--- src/rtl/if_id_pipe_if.sv ---
// IF/ID pipeline register bundle.
// master: fetch stage and hazard unit (drive fetch and control requests).
// slave : the IF/ID pipeline register itself.
interface if_id_pipe_if;
    // fetch side
    logic        if_valid;
    logic [15:0] if_instr;
    logic [15:0] if_pc_inc;
    logic        if_halt;
    logic        if_ready;
    // hazard unit requests
    logic        IF_flush;
    logic        IF_ID_nowrite;
    // decode side
    logic [15:0] id_instr;
    logic [15:0] id_pc_inc;
    logic        id_valid;
    logic        id_halt;
    logic        err;

    modport master (
        output if_valid, if_instr, if_pc_inc, if_halt, IF_flush, IF_ID_nowrite,
        input  if_ready, id_instr, id_pc_inc, id_valid, id_halt, err
    );

    modport slave (
        input  if_valid, if_instr, if_pc_inc, if_halt, IF_flush, IF_ID_nowrite,
        output if_ready, id_instr, id_pc_inc, id_valid, id_halt, err
    );
endinterface

--- src/rtl/if_id_pipe.sv ---
// IF/ID pipeline register with flush/hold handling, a one-entry skid buffer
// that catches a fetch accepted in the same cycle a stall is raised, and a
// HALT lock that holds until flush or reset.
// Optional feature: define IF_ID_PERF_EN to add the saturating stall_cycles
// counter port.
module if_id_pipe #(
    parameter logic [15:0] NOP_INSTR = 16'h0800
) (
    input  logic         clk,
    input  logic         rst,
    if_id_pipe_if.slave  bus
`ifdef IF_ID_PERF_EN
    ,
    output logic [15:0]  stall_cycles
`endif
);

    typedef enum logic [1:0] {
        ST_NORMAL = 2'd0,
        ST_SKID   = 2'd1,
        ST_HALTED = 2'd2
    } state_e;

    typedef struct packed {
        logic [15:0] instr;
        logic [15:0] pc_inc;
        logic        halt;
    } fetch_t;

    state_e      state_q, state_d;
    fetch_t      skid_q, skid_d;
    logic [15:0] id_instr_q, id_instr_d;
    logic [15:0] id_pc_inc_q, id_pc_inc_d;
    logic        id_valid_q, id_valid_d;
    logic        id_halt_q, id_halt_d;
    logic        err_q, err_d;
    // last cycle's fetch inputs, and whether they were presented but refused
    fetch_t      prev_q, prev_d;
    logic        prev_stalled_q, prev_stalled_d;

    fetch_t      fetch;
    logic        ready;
    logic        accept;

    assign fetch  = '{instr: bus.if_instr, pc_inc: bus.if_pc_inc, halt: bus.if_halt};
    // ready decodes registered state only: no path from the hazard requests
    assign ready  = (state_q == ST_NORMAL);
    assign accept = bus.if_valid && ready;

    // Next-state logic: hold beats flush, flush beats advance.
    always_comb begin
        // NOTE: every signal gets a default before any branch so no latch is inferred.
        state_d        = state_q;
        skid_d         = skid_q;
        id_instr_d     = id_instr_q;
        id_pc_inc_d    = id_pc_inc_q;
        id_valid_d     = id_valid_q;
        id_halt_d      = id_halt_q;
        prev_d         = fetch;
        prev_stalled_d = bus.if_valid && !ready;
        err_d          = err_q
                       | (bus.IF_flush && bus.IF_ID_nowrite)
                       | (prev_stalled_q && bus.if_valid && (fetch != prev_q));

        if (bus.IF_ID_nowrite) begin
            // IF/ID frozen; a fetch accepted this cycle is parked in the skid
            if (accept) begin
                skid_d  = fetch;
                state_d = ST_SKID;
            end
        end else if (bus.IF_flush) begin
            // wrong-path instruction: kill IF/ID, skid and any accepted fetch
            id_instr_d  = NOP_INSTR;
            id_pc_inc_d = '0;
            id_valid_d  = 1'b0;
            id_halt_d   = 1'b0;
            skid_d      = '0;
            state_d     = ST_NORMAL;
        end else begin
            unique case (state_q)
                ST_NORMAL: begin
                    if (accept) begin
                        id_instr_d  = fetch.instr;
                        id_pc_inc_d = fetch.pc_inc;
                        id_valid_d  = 1'b1;
                        id_halt_d   = fetch.halt;
                        state_d     = fetch.halt ? ST_HALTED : ST_NORMAL;
                    end else begin
                        // bubble; pc_inc keeps its last value
                        id_instr_d = NOP_INSTR;
                        id_valid_d = 1'b0;
                        id_halt_d  = 1'b0;
                    end
                end
                ST_SKID: begin
                    id_instr_d  = skid_q.instr;
                    id_pc_inc_d = skid_q.pc_inc;
                    id_valid_d  = 1'b1;
                    id_halt_d   = skid_q.halt;
                    skid_d      = '0;
                    state_d     = skid_q.halt ? ST_HALTED : ST_NORMAL;
                end
                default: begin
                    // HALTED: everything holds until flush or reset
                end
            endcase
        end
    end

    // State and pipeline registers.
    always_ff @(posedge clk or negedge rst) begin
        if (!rst) begin
            state_q        <= ST_NORMAL;
            // NOTE: the skid entry is reset too, so a reset mid-SKID leaves no stale instruction behind.
            skid_q         <= '0;
            id_instr_q     <= NOP_INSTR;
            id_pc_inc_q    <= '0;
            id_valid_q     <= 1'b0;
            id_halt_q      <= 1'b0;
            err_q          <= 1'b0;
            prev_q         <= '0;
            prev_stalled_q <= 1'b0;
        end else begin
            // NOTE: non-blocking assignments so every register samples pre-edge values.
            state_q        <= state_d;
            skid_q         <= skid_d;
            id_instr_q     <= id_instr_d;
            id_pc_inc_q    <= id_pc_inc_d;
            id_valid_q     <= id_valid_d;
            id_halt_q      <= id_halt_d;
            err_q          <= err_d;
            prev_q         <= prev_d;
            prev_stalled_q <= prev_stalled_d;
        end
    end

`ifdef IF_ID_PERF_EN
    logic [15:0] stall_cycles_q;

    // Saturating count of edges with the hold request active.
    always_ff @(posedge clk or negedge rst) begin
        if (!rst) begin
            stall_cycles_q <= '0;
        end else if (bus.IF_ID_nowrite && (stall_cycles_q != 16'hFFFF)) begin
            stall_cycles_q <= stall_cycles_q + 16'd1;
        end
    end

    assign stall_cycles = stall_cycles_q;
`endif

    assign bus.if_ready  = ready;
    assign bus.id_instr  = id_instr_q;
    assign bus.id_pc_inc = id_pc_inc_q;
    assign bus.id_valid  = id_valid_q;
    assign bus.id_halt   = id_halt_q;
    assign bus.err       = err_q;

endmodule

--- src/flat_wrapper.sv ---
// flat-port wrapper written by rule: the top's interface ports become plain ports
module if_id_pipe_flat 
#(
    parameter logic [15:0] NOP_INSTR = 16'h0800
)
  (clk, rst, bus_if_valid, bus_if_instr, bus_if_pc_inc, bus_if_halt, bus_IF_flush, bus_IF_ID_nowrite, bus_if_ready, bus_id_instr, bus_id_pc_inc, bus_id_valid, bus_id_halt, bus_err);
  if_id_pipe_if bus_i ();
  input  logic clk;
  input  logic rst;
  input wire logic [$bits(bus_i.if_valid)-1:0] bus_if_valid;
  input wire logic [$bits(bus_i.if_instr)-1:0] bus_if_instr;
  input wire logic [$bits(bus_i.if_pc_inc)-1:0] bus_if_pc_inc;
  input wire logic [$bits(bus_i.if_halt)-1:0] bus_if_halt;
  input wire logic [$bits(bus_i.IF_flush)-1:0] bus_IF_flush;
  input wire logic [$bits(bus_i.IF_ID_nowrite)-1:0] bus_IF_ID_nowrite;
  output wire logic [$bits(bus_i.if_ready)-1:0] bus_if_ready;
  output wire logic [$bits(bus_i.id_instr)-1:0] bus_id_instr;
  output wire logic [$bits(bus_i.id_pc_inc)-1:0] bus_id_pc_inc;
  output wire logic [$bits(bus_i.id_valid)-1:0] bus_id_valid;
  output wire logic [$bits(bus_i.id_halt)-1:0] bus_id_halt;
  output wire logic [$bits(bus_i.err)-1:0] bus_err;
  assign bus_i.if_valid = bus_if_valid;
  assign bus_i.if_instr = bus_if_instr;
  assign bus_i.if_pc_inc = bus_if_pc_inc;
  assign bus_i.if_halt = bus_if_halt;
  assign bus_i.IF_flush = bus_IF_flush;
  assign bus_i.IF_ID_nowrite = bus_IF_ID_nowrite;
  assign bus_if_ready = bus_i.if_ready;
  assign bus_id_instr = bus_i.id_instr;
  assign bus_id_pc_inc = bus_i.id_pc_inc;
  assign bus_id_valid = bus_i.id_valid;
  assign bus_id_halt = bus_i.id_halt;
  assign bus_err = bus_i.err;
  if_id_pipe #(.NOP_INSTR(NOP_INSTR)) u_core (.clk(clk), .rst(rst), .bus(bus_i));
endmodule
--- config.mk ---
export PLATFORM = sky130hd
export DESIGN_NAME = if_id_pipe_flat
export DESIGN_NICKNAME = d
export VERILOG_FILES = /design/src/rtl/if_id_pipe_if.sv /design/src/rtl/if_id_pipe.sv /design/src/flat_wrapper.sv
export SDC_FILE = /design/constraint.sdc
export NUM_CORES = 1
export LEC_CHECK = 0
export CAP_MARGIN = 20
export CELL_PAD_IN_SITES_DETAIL_PLACEMENT = 1
export CELL_PAD_IN_SITES_GLOBAL_PLACEMENT = 1
export CORE_ASPECT_RATIO = 0.8
export CORE_MARGIN = 2
export CORE_UTILIZATION = 44
export CTS_CLUSTER_DIAMETER = 60
export DETAILED_ROUTE_END_ITERATION = 7
export GPL_TIMING_DRIVEN = 0
export PLACE_DENSITY = 0.83
export SYNTH_ARGS = -nofsm -noshare
export SYNTH_HDL_FRONTEND = slang
export SYNTH_SLANG_ARGS = --single-unit
export TNS_END_PERCENT = 5
--- constraint.sdc ---
create_clock -name clk -period 2.8 [get_ports clk]
set_clock_uncertainty 0.05 [all_clocks]
set_input_delay 0.84 -clock clk [delete_from_list [all_inputs] [get_ports clk]]
set_output_delay 0.84 -clock clk [all_outputs]
set_load 0.01 [all_outputs]
Yosys cells after proc, flatten, opt, wreduce, memory -nomap -nowiden
Index checks and enable logic that the tools add are counted.
- $add $sub $neg: 0
- multipliers: 0
- div/mod/pow operators: 0
- magnitude comparators: 0
- equal/unequal tests: 4
- shifts and indexed selects: 0
- muxes and demuxes: 23
- bitwise logic cells: 3
- reductions and logical operators: 14
- operator list (operator ; number):
    33-bit 2-to-1 mux ; 4
    16-bit 2-to-1 mux ; 4
    16-bit case mux with 2 select lines ; 2
    33-bit inequality test ; 1
    2-bit 2-to-1 mux ; 6
    3-bit AND reduction ; 2
    3-bit nonzero test ; 2
    1-bit logical AND ; 5
    1-bit 2-to-1 mux ; 4
    1-bit case mux with 2 select lines ; 2
    2-bit case mux with 2 select lines ; 1
    2-bit AND reduction ; 2
    4-bit nonzero test ; 1
    3-bit inequality test, second input constant ; 1
    2-bit by 1-bit == test with 1-bit output, second input constant ; 1
    2-bit logical NOT ; 1
    2-bit by 1-bit inequality test with 1-bit output, second input constant ; 1
    1-bit bitwise OR ; 2
    1-bit logical NOT ; 1
    1-bit NOT ; 1
- flip-flop bits (word level): 104
- bits in latches: 0
- memory bits (writable): 0
- bits in read-only memories: 0
- input bits: 38
- output and inout port bits: 36
- word-level logic and storage cells: 57
- memories: 0

Longest topological paths before layout
- depth in word-level cells: 6
- gate-level depth with buffers: 9

Worst setup path before layout
No wires, ideal clock.
- path kind: input to register
- from: in bus_if_valid
- to: reg u_core.skid_q[21] (netlist name)
- arrival time: 1.990 ns
- data required time: 2.629 ns
- slack: 0.639 ns
- stages: 7
- cell sequence: nor3b_4 > and2_1 > buf_4 > o21ba_1 > buf_2 > buf_6 > a22o_1
- cells in the longest elaborated chain, start to end: 3
- ends and longest elaborated chain (what ; RTL line ; source):
    start: declaration ; flat_wrapper.sv:10 ; input wire logic [$bits(bus_i.if_valid)-1:0] bus_if_valid;
    1-bit logical AND ; if_id_pipe.sv:48 ; assign accept = bus.if_valid && ready;
    2-bit by 1-bit inequality test with 1-bit output (no line) ; n/a ;
    2-bit AND reduction (no line) ; n/a ;
    end signal: assignment ; if_id_pipe.sv:126 ; skid_q <= skid_d;
    end: declaration ; if_id_pipe.sv:31 ; fetch_t skid_q, skid_d;
Every way passes these cells.
A chain may end at the register's enable or synchronous reset.

Final worst setup path
- from: in bus_if_valid
- to: reg u_core.skid_q[10] (netlist name)
Same word-level chain as after synthesis.

==> flow_summary.yaml <==
global_route:
  met2_usage_pct: 39.9
  grt_overflow: 0
  grt_pass1_wl_mm: 19.1
  antenna_found_initial: 0
  met1_usage_pct: 32.6
  grt_pass1_vias: 3511
  gr-usage-all-layers_pct: 24.3
  gr-max-usage-layer: "met2"
  grt_max_degree: 60
  use_met3_pct: 5.87
sta:
  maxSlewHeadroom_pct: 47.4
  max_slew.worst_pin.slew_ns: 0.788
  finalHoldViolCount: 0
  fmax_mhz: 370
  finalCritPeriodShare_pct: 96.6
  holdWs_ns: 0.421
  rsz0062_at_grt: "no"
  slew_viol_final: 0
  setup_violations: 0
  min_period_ns: 2.71
  fin_ws_ns: 0.0942
placed_design:
  globalplace.congestion: 0.797
  placement.io_buffers: 72
  dpl.hpwl_mm: 8.16
  dpl_worst_slack_ns: -0.344
worst_setup_path:
  end_kind: "register"
  crit_path_max_incr_delay_ns: 0.53
  worstReg2RegStart: "u_core.state_q[0]$_DFFE_PN0P_"
  critPathKind: "in2reg"
  crit_buf_inv: 5
  reg2reg_slack_ns: 0.62
  reg2reg_to: "u_core.bus.id_pc_inc[1]$_DFFE_PN0P_"
  crit_fanout: 10
  crit_slowest_cell: "clkdlybuf4s50_1"
  worstPathRequired_ns: 3.04
  cp-start-kind: "primary input"
  r2r_cells: 5
  crit_chain: "clkdlybuf4s50_1 > nor3b_4 > buf_4 > and2_1 > buf_4 > o21ba_1 > buf_2 > buf_2 > nand2_1 > nand2_1"
  critical_path.top_delay_family: "buffers and inverters"
  cp_data_arrival_time_ns: 2.95
  cp.depth: 10
synthesis:
  synth_top_cell_area_share_pct: 61.1
  synthArstFlopShare_pct: 100
  synth_common_cells: "dfrtp_1, nand2_1, xnor2_1"
  synth_fp_nets: 406
  yosys.area.top_type: "dfrtp_1"
  synth_edf_count: 0
  ys_ff_latch: 104
  synth_area_per_cell_um2: 11.5
  netlist_area_um2: 4220
  synth_cells: 368
  synth-seq-area-share_pct: 61.7
  synth_top_flop_cell: "dfrtp_1"
  synth.most_common_cell: "dfrtp_1"
  yosys_warnings: 0
  yosysUniqueCellTypes: 32
  synth_area_leaders: "dfrtp_1, nand2_1, xnor2_1"
floorplanning:
  ios: 74
  chipHeight_um: 91.6
  die_area_um2: 10400
  initial_core_util_pct: 45.9
  fp.dieW_um: 113
  core_area_um2: 9190
  rows: 31
detailed_routing:
  drtAntennaViolNets: 0
  drtIter0Drc: 191
  drt_drc_violations_left: 0
  drt-total-wl_mm: 12.1
  vias: 3245
  wire_per_inst_um: 21.1
  viasPerCell: 5.64
  first_pass_iters: 4
min_path:
  min_path_cells: 2
  hold_start: "u_core.skid_q[14]$_DFFE_PN0P_"
  hold_class: "reg2reg"
  hold-path-endpoint: "u_core.skid_q[14]$_DFFE_PN0P_"
layout:
  drive_gt1_share_pct: 7.61
  fillCellCount: 961
  fin_nets: 493
  antenna_cells: 0
  syn2layout_area_growth_pct: 29.1
clock_network:
  cts_tree: "yes"
  cts_max_path_buffers: 2
  cts_buffers: 9
  hold_buffers: 0
  cts_max_level: 3
  cts_sinks: 104
  clk_pin_slew_worst_paths_ns: 0.07
  clkLatencyLatePin_ns: 0.35
  clock-root-buffer: "clkbuf_16"
job:
  drv_cap: 0
power_and_ir_drop:
  combPwrFrac_pct: 20.4
  leakage_nw: 2.38
  power.sequential.fraction_pct: 45.9
  power_density_nw_per_um2: 710
  p_switching_w: 0.00113
  swShare_pct: 29.3
  p_int_w: 0.00274
  p_clk_share_pct: 33.7
  ir_drop_v: 0.000532
status:
  run_status: "complete, no violations"
-- layout by cell type, fill, tap and decap left out, drive strengths merged, types with 5 or more instances in the layout --
master,Yosys,layout
o21ai,18,18
inv,3,5
xor2,7,7
dfrtp,103,103
nand2,73,73
nand3,18,18
buf,11,16
o31ai,16,16
clkbuf,15,24
a22oi,17,17
a22o,15,15
mux2i,16,16
nand4,7,7
xnor2,26,26
clkdlybuf4s50,0,71
-- cell families after synthesis --
logic type                Yosys count  synth area share (%)
muxes                              16                  3.80
buffers and inverters              29                  3.20
DFF                               104                  61.7
AOI/OAI and AO/OA                  75                  12.7
and+or+nand+nor                   111                  11.7
xor gates and xnor gates           33                  6.85
-- what timing repair did --
item / in CTS / in global routing
resized for setup: 0 / 5
buffers inserted: 0 / 3
setup endpoints to repair: 0 / 46
-- per-stage QoR --
stage,instance area (um^2),total power (W),std cells,TNS [ns],util (%)
floorplan,4220,0.00216,368,0,-
global placement,5080,0.00252,555,-327.57,55.3
detailed placement,5110,0.00257,556,-13.82,55.6
CTS,5410,0.00388,572,0,58.9
global route,5450,0.00403,575,0,59.2
finish,5450,0.00387,575,0,59.2
-- worst min-delay path: stages, from the launching register on --
cell and delay, ns:
dfrtp_1 0.34, nand2_1 0.05, nand2_1 0.05
-- final cells by class --
cell class              instances  area (um^2)  area share, %
flip-flops and latches        104         2600           47.8
well taps                     115          144           2.64
multi-input cells             235         1490           27.3
plain buffers                  26          126           2.32
inverters                       3         11.3          0.207
clock inverters                 7         80.1           1.47
clock buffers                   9          225           4.14
repair buffers                 76          768           14.1
-- routing by layer --
metal,up-vias,part of all wire [%]
li1,1456,-
met1,1691,45
met2,80,49
met3,18,4.0
met4,0,1.4
met5,-,0
-- how the worst max path moves through the flow --
stage                                           end  slack (ns)    startpoint
2_1_floorplan         u_core.skid_q[21]$_DFFE_PN0P_        0.64  bus_if_valid
3_3_place_gp          u_core.skid_q[27]$_DFFE_PN0P_       -3.07           rst
3_5_place_dp          u_core.skid_q[24]$_DFFE_PN0P_       -0.34  bus_if_valid
4_1_cts               u_core.skid_q[24]$_DFFE_PN0P_        0.02  bus_if_valid
5_1_grt        u_core.bus.id_pc_inc[14]$_DFFE_PN0P_        0.02  bus_IF_flush
6_report              u_core.skid_q[10]$_DFFE_PN0P_        0.09  bus_if_valid
-- power by group through the flow --
stage / Clock [W] / Sequential (W) / Combinational, W
2_1_floorplan: 0 / 0.00181 / 0.000354
3_3_place_gp: 0 / 0.00179 / 0.000736
3_5_place_dp: 0 / 0.00180 / 0.000770
4_1_cts: 0.00133 / 0.00177 / 0.000784
5_1_grt: 0.00138 / 0.00179 / 0.000856
6_report: 0.00130 / 0.00178 / 0.000790
-- state kept, by name (all words and copies together), names as in the netlist --
signal / cells
u_core.bus.err: 1
u_core.bus.id_halt: 1
u_core.bus.id_instr: 16
u_core.bus.id_pc_inc: 16
u_core.bus.id_valid: 1
u_core.prev_q: 33
u_core.prev_stalled_q: 1
u_core.skid_q: 33
u_core.state_q: 2
Note: power is estimated with default switching activity, not from simulation.
